===== src/rtl/dmem_pkg.sv =====
`default_nettype none
// +----------------------------------------------------------------------+
// | dmem_pkg : shared widths, FSM states and alignment helper for the    |
// |            data-memory master.                                       |
// | Revision : 1.0                                                       |
// +----------------------------------------------------------------------+
package dmem_pkg;

  localparam int DMEM_AW = 32;
  localparam int DMEM_DW = 32;

  localparam logic [1:0] WORD_ALIGN_MASK = 2'b11;

  typedef enum logic [2:0] {
    IDLE   = 3'd0,
    SETUP  = 3'd1,
    STROBE = 3'd2,
    WAIT   = 3'd3,
    RESP   = 3'd4
  } dmem_state_e;

  function automatic logic is_misaligned(input logic [1:0] addr_lsb);
    return (addr_lsb & WORD_ALIGN_MASK) != 2'b00;
  endfunction

endpackage
`default_nettype wire


===== src/rtl/dmem_master.sv =====
`default_nettype none
// +----------------------------------------------------------------------+
// | dmem_master : single-outstanding load/store initiator that sequences |
// |               edge-triggered mem_read/mem_write strobes to datamem.  |
// | Revision    : 1.0                                                    |
// +----------------------------------------------------------------------+
module dmem_master
  import dmem_pkg::*;
#(
  parameter int AW          = DMEM_AW,
  parameter int DW          = DMEM_DW,
  parameter int WAIT_CYCLES = 1
) (
  input  logic          clk,
  input  logic          rst,
  input  logic          req_valid,
  output logic          req_ready,
  input  logic          req_write,
  input  logic [AW-1:0] req_addr,
  input  logic [DW-1:0] req_wdata,
  output logic          resp_valid,
  input  logic          resp_ready,
  output logic [DW-1:0] resp_rdata,
  output logic          resp_err,
  output logic [AW-1:0] mem_address,
  output logic [DW-1:0] mem_writeData,
  output logic          mem_read,
  output logic          mem_write,
  input  logic [DW-1:0] mem_readdata
);

  localparam int CW = $clog2(WAIT_CYCLES + 1);
  localparam logic [CW-1:0] C_WAIT_LAST = CW'(WAIT_CYCLES);

  dmem_state_e   state_q, state_d;
  logic [CW-1:0] cnt_q, cnt_d;
  logic          write_q, write_d;
  logic          req_ready_q, req_ready_d;
  logic          resp_valid_q, resp_valid_d;
  logic          resp_err_q, resp_err_d;
  logic [DW-1:0] resp_rdata_q, resp_rdata_d;
  logic [AW-1:0] mem_address_q, mem_address_d;
  logic [DW-1:0] mem_wdata_q, mem_wdata_d;
  logic          mem_read_q, mem_read_d;
  logic          mem_write_q, mem_write_d;

  always_ff @(posedge clk) begin
    if (rst) begin
      state_q       <= IDLE;
      cnt_q         <= '0;
      write_q       <= 1'b0;
      req_ready_q   <= 1'b1;
      resp_valid_q  <= 1'b0;
      resp_err_q    <= 1'b0;
      resp_rdata_q  <= '0;
      mem_address_q <= '0;
      mem_wdata_q   <= '0;
      mem_read_q    <= 1'b0;
      mem_write_q   <= 1'b0;
    end else begin
      state_q       <= state_d;
      cnt_q         <= cnt_d;
      write_q       <= write_d;
      req_ready_q   <= req_ready_d;
      resp_valid_q  <= resp_valid_d;
      resp_err_q    <= resp_err_d;
      resp_rdata_q  <= resp_rdata_d;
      mem_address_q <= mem_address_d;
      mem_wdata_q   <= mem_wdata_d;
      mem_read_q    <= mem_read_d;
      mem_write_q   <= mem_write_d;
    end
  end

  always_comb begin
    state_d       = state_q;
    cnt_d         = cnt_q;
    write_d       = write_q;
    req_ready_d   = req_ready_q;
    resp_valid_d  = resp_valid_q;
    resp_err_d    = resp_err_q;
    resp_rdata_d  = resp_rdata_q;
    mem_address_d = mem_address_q;
    mem_wdata_d   = mem_wdata_q;
    // Strobes are single-cycle pulses: low unless the FSM is entering STROBE.
    mem_read_d    = 1'b0;
    mem_write_d   = 1'b0;

    case (state_q)
      IDLE: begin
        if (req_valid && req_ready_q) begin
          write_d     = req_write;
          req_ready_d = 1'b0;
          if (is_misaligned(req_addr[1:0])) begin
            // Bus lines keep their previous values; no access is made.
            state_d      = RESP;
            resp_valid_d = 1'b1;
            resp_err_d   = 1'b1;
            resp_rdata_d = '0;
          end else begin
            state_d       = SETUP;
            mem_address_d = req_addr;
            mem_wdata_d   = req_wdata;
            resp_err_d    = 1'b0;
            resp_rdata_d  = '0;
          end
        end
      end
      SETUP: begin
        state_d     = STROBE;
        mem_read_d  = ~write_q;
        mem_write_d = write_q;
      end
      STROBE: begin
        state_d = WAIT;
        cnt_d   = CW'(1);
      end
      WAIT: begin
        if (cnt_q == C_WAIT_LAST) begin
          state_d      = RESP;
          cnt_d        = '0;
          resp_valid_d = 1'b1;
          resp_rdata_d = write_q ? '0 : mem_readdata;
        end else begin
          cnt_d = cnt_q + 1'b1;
        end
      end
      RESP: begin
        if (resp_ready) begin
          state_d      = IDLE;
          resp_valid_d = 1'b0;
          req_ready_d  = 1'b1;
        end
      end
      default: begin
        state_d     = IDLE;
        req_ready_d = 1'b1;
      end
    endcase
  end

  assign req_ready     = req_ready_q;
  assign resp_valid    = resp_valid_q;
  assign resp_err      = resp_err_q;
  assign resp_rdata    = resp_rdata_q;
  assign mem_address   = mem_address_q;
  assign mem_writeData = mem_wdata_q;
  assign mem_read      = mem_read_q;
  assign mem_write     = mem_write_q;

endmodule
`default_nettype wire


===== config.mk =====
export PLATFORM = sky130hd
export DESIGN_NAME = dmem_master
export DESIGN_NICKNAME = d
export VERILOG_FILES = /design/src/rtl/dmem_pkg.sv /design/src/rtl/dmem_master.sv
export SDC_FILE = /design/constraint.sdc
export NUM_CORES = 1
export LEC_CHECK = 0
export BUFFER_PORTS_ARGS = -buffer_cell sky130_fd_sc_hd__clkbuf_2
export CORE_MARGIN = 4
export CORE_UTILIZATION = 45
export DETAILED_ROUTE_END_ITERATION = 10
export GPL_TIMING_DRIVEN = 0
export HOLD_SLACK_MARGIN = 0.02
export PLACE_DENSITY = 0.8
export SKIP_CTS_REPAIR_TIMING = 1
export SLEW_MARGIN = 20
export SYNTH_ARGS = -nofsm -noshare
export SYNTH_HDL_FRONTEND = slang
export SYNTH_SLANG_ARGS = --single-unit

===== constraint.sdc =====
create_clock -name clk -period 4.31 [get_ports clk]
set_input_delay 0.862 -clock clk [delete_from_list [all_inputs] [get_ports clk]]
set_output_delay 0.862 -clock clk [all_outputs]
set_load 0.02 [all_outputs]

# Word level (Yosys, flattened, before mapping)
# Cells that the tools add are included.
totals:
  word_cells: 58
  output_inout_bits: 101
  ff_bits: 106
op_classes:
  addsub: 1
  reduce_logical: 14
  bitwise: 4
  eq_ne: 8
  n_mux: 20
op_table:
  columns: ["op", "count"]
  rows:
  - ["$mux 32", 3]
  - ["$pmux 32 s2", 1]
  - ["$pmux 3 s5", 1]
  - ["$mux 3", 4]
  - ["$reduce_and 3->1", 4]
  - ["$mux 1", 8]
  - ["$ne 2x2->1 const B", 4]
  - ["$eq 3x2->1 const B", 2]
  - ["$pmux 1 s3", 2]
  - ["$reduce_bool 2->1", 3]
  - ["$reduce_and 5->1", 1]
  - ["$not 1->1", 4]
  - ["$eq 3x1->1 const B", 1]
  - ["$eq 3x3->1 const B", 1]
  - ["$logic_not 3->1", 1]
  - ["$reduce_bool 3->1", 1]
  - ["$reduce_or 3->1", 1]
  - ["$pmux 1 s2", 1]
  - ["$reduce_and 2->1", 1]
  - ["$reduce_or 2->1", 1]
  - ["$add 1x1->1 const B", 1]
  - ["$logic_and 1x1->1", 1]

# Depth between registers and ports, before layout
depth:
  ltp_word: 4
  depth_mapped: 7
  depth_no_buf: 4

# Worst setup path before layout
# Ideal clock, no wire load.
synth_timing:
  path_kind: "input port to flip-flop"
  startpoint: "input port rst"
  endpoint: "register mem_address_q[2] (netlist: mem_address[2])"
  slack_ps: 2358
  cell_stages: 4
  setup_ps: 143
  t_arrival_ps: 1810
  path_buffers: 3
  path_cell_list: "clkbuf_1 clkbuf_1 clkbuf_1 a21oi_1"
synth_rtl:
  columns: ["item", "line", "rtl"]
  rows:
  - ["start: declaration", "dmem_master.sv:15", "input logic rst,"]
  - ["end signal: assignment", "dmem_master.sv:68", "mem_address_q <= mem_address_d;"]
  - ["end: declaration", "dmem_master.sv:42", "logic [AW-1:0] mem_address_q, mem_address_d;"]
# No word-level cell between the ends.

# Final worst setup path
layout_timing:
  startpoint: "input port req_valid"
  endpoint: "register mem_wdata_q[1] (netlist: mem_writeData[1])"
layout_via:
  elab_chain_len: 2
layout_lines:
  columns: ["item", "line", "rtl"]
  rows:
  - ["start: declaration", "dmem_master.sv:16", "input logic req_valid,"]
  - ["$logic_and 1x1->1", "dmem_master.sv:91", "if (req_valid && req_ready_q) begin"]
  - ["$reduce_and 3->1 (no source line)", null, null]
  - ["end signal: assignment", "dmem_master.sv:69", "mem_wdata_q <= mem_wdata_d;"]
  - ["end: declaration", "dmem_master.sv:43", "logic [DW-1:0] mem_wdata_q, mem_wdata_d;"]
# Every way passes these cells.
# A chain may end at the register's enable or synchronous reset.

==> impl_metrics.csv <==
group,metric,value,unit
final_layout,drive_above_1_share,38.85,%
placed_design,hpwl,8.295,mm
sta,hold_ws,0.4582,ns
placed_design,io_buffers,200,
critical_path,crit_family,"simple AND/OR/NAND/NOR gates",
clocking,clock_sinks,106,
die,start_util,46.30,%
clocking,ctsHtreeMaxLevel,3,
critical_path,path_class,"primary input to flip-flop",
synthesis,synth-edff-count,0,
critical_path,endpoint_kind,"flip-flop",
sta,maxSlewViolCount,0,
critical_path,cp_cell_sequence,"clkbuf_2 -> nor4b_4 -> nand3_1 -> clkbuf_1 -> nand2_1 -> a21oi_1",
clocking,path_clk_slew,0.09,ns
synthesis,seq_area_frac_synth,55.50,%
synthesis,synthCells,430,
power,power_frac_clock,31.3,%
power,p_int,1.350,mW
final_layout,mostFrequentLayoutCells,"clkbuf_2, nand2_1, dfxtp_1",
detailed_routing,drc,0,
run_status,outcome,"completed",
grt,grt_antenna_before_repair,0,
detailed_routing,wl,10.60,mm
die,io-pin-count,202,
synthesis,avgSynthCellArea,8.892,µm²
clocking,cts_buffers,9,
sta,hold_viol,0,
final_layout,final_common_cell,"clkbuf_2",
final_layout,nets,742,
synthesis,postSynthRegisterBits,106,
synthesis,synthesis.nets,531,
die,dieArea,0.01004,mm²
grt,grt_pass1_wl,17.31,mm
sta,slew_headroom,60.97,%
final_layout,fillCellCount,775,
power,p_seq_share,55.4,%
critical_path,cp.buffers_inverters,2,
critical_path,cp_data_required_time,4.52,ns
sta,period_share,47.60,%
power,p_comb_share,13.3,%
sta,clock.fmax,0.4874,GHz
detailed_routing,firstDrtPassIters,4,
die,die_h,100.2,µm
critical_path,crit_path_start_kind,"primary input",
grt,grt_max_degree,18,
hold_path,hold_path_class,"flip-flop to flip-flop",
detailed_routing,drtAntennaViolNets,0,
sta,fin_crit,2.052,ns
power,p_per_area,360.5,mW/mm²
grt,grt_use_total,21.10,%
critical_path,critPathArrivalTime,2.27,ns
critical_path,worstPathMaxFanout,10,
synthesis,yosys.cell_types.count,35,
grt,grt_overflow_total,0,
clocking,clk_latency,0.35,ns
placed_design,routabilityCongestion,0.8523,
critical_path,cp_slowest_cell,"nand3_1",
flow_run,drv_cap,0,
sta,worstMarginPinSlew,0.5854,ns
critical_path,crit_path_max_incr_delay,0.41,ns
sta,clock_skew,0.008217,ns
power,ir_drop,0.2320,mV
clocking,clockRootBuffer,"clkbuf_8",
detailed_routing,viasPerCell,5.009,
final_layout,areaGrowthSynthToFinish,34.52,%
grt,grt_pass1_vias,3702,
sta,setup_violations,0,
power,switching_power,0.5037,mW
power,p_leak,2.276,nW
clocking,cts_max_path_buffers,2,
synthesis,yosysWarnings,0,
synthesis,syn_area,0.003824,mm²
power,p_sw_share,27.17,%
detailed_routing,wl_per_cell,14.12,µm
detailed_routing,drtIter0Drc,83,
die,num_rows,33,
sta,setup_tns,0,ns
final_layout,diodes,0,
synthesis,async_reset_ff_share,0,%
sta,rsz0062_at_grt,"no",
clocking,cts_tree,"built",
die,die_x,100.2,µm
detailed_routing,vias,3762,
synthesis,synth_ff_type,"dfxtp_1",
die,core,0.008258,mm²
==> worst paths after layout <==
check / startpoint / end / slack, ns / depth (start not counted)
max: req_valid / mem_writeData[1] / 2.26 / 6
min: mem_writeData[28] / mem_writeData[28] / 0.46 / 2
max reg2reg: state_q[0] / mem_writeData[1] / 2.37 / 6
min reg2reg: mem_writeData[28] / mem_writeData[28] / 0.46 / 2
==> Yosys cell counts (2+ instances only) <==
library cell,number,area (µm²)
a22o_1,20,175.2
nand2b_1,14,87.58
nor3_1,2,10.01
nor4b_1,2,17.52
o21ai_1,2,10.01
nor2_1,6,22.52
dfxtp_1,106,2122
buf_2,5,25.02
nand2_1,119,446.7
o211ai_1,2,15.01
nor4_1,2,12.51
nand3_1,15,75.07
nand2_2,10,62.56
o21ai_0,11,55.05
clkbuf_1,22,82.58
nor3b_1,2,15.01
a21oi_1,58,290.3
buf_6,5,56.30
a21oi_2,11,96.34
==> tightest hold or removal path: cells and delay by family (launching register included) <==
kind            cells  cell delay [ns]
flops               1             0.32
simple gates        1             0.05
compound gates      1             0.05
==> routing by layer <==
layer | global-route usage [%] | part of all wire [%] | routed length (µm) | vias to the layer above
met5 | 0 | 0 | 0 | -
met4 | 8.912 | 2.7 | 291 | 0
met3 | 4.378 | 7.7 | 816 | 25
met2 | 36.09 | 49 | 5172 | 151
met1 | 25.72 | 41 | 4321 | 1720
li1 | - | - | - | 1866
==> through the flow <==
step	instances	utilization [%]	total power [mW]	instance area, µm²	worst slack, ns
3_3_place_gp	735	60.02	1.288	4956	1.924
4_1_cts	751	62.29	1.872	5144	2.259
2_1_floorplan	430	-	1.192	3824	2.358
6_report	751	62.29	1.854	5144	2.258
5_1_grt	751	62.29	1.944	5144	2.116
3_5_place_dp	735	60.02	1.297	4956	1.876
==> area by class of cell <==
cell class	instances	area (µm²)	area share [%]
multi-input combinational	289	1515	29.46
clock inverter	5	36.28	0.7054
timing repair buffer	200	1001	19.46
clock buffer	11	151.4	2.943
sequential	106	2122	41.26
tap	105	131.4	2.554
inverter	1	3.754	0.07297
buffer	34	182.7	3.551
==> sequential cells by signal (all words and copies together), names as in the netlist <==
signal         count
write_q            1
mem_write          1
resp_valid         1
cnt_q              1
mem_address       32
state_q            3
req_ready          1
resp_rdata        32
mem_writeData     32
mem_read           1
resp_err           1
==> power by group through the flow <==
stage / combinational (mW) / sequential (mW) / clock [mW]
after floorplan: 0.115 / 1.08 / 0
after global placement: 0.241 / 1.05 / 0
after detailed placement: 0.247 / 1.05 / 0
after CTS: 0.248 / 1.03 / 0.597
after global routing: 0.273 / 1.03 / 0.640
final: 0.247 / 1.03 / 0.581
==> cells by family after synthesis <==
| family | count (synthesis) | synth area share, % |
|---|---|---|
| and+or+nand+nor | 178 | 21.47 |
| AOI/OAI and AO/OA | 111 | 18.16 |
| DFF | 106 | 55.50 |
| buffers and inverters | 35 | 4.875 |
Power figures use the tool's default switching activity.
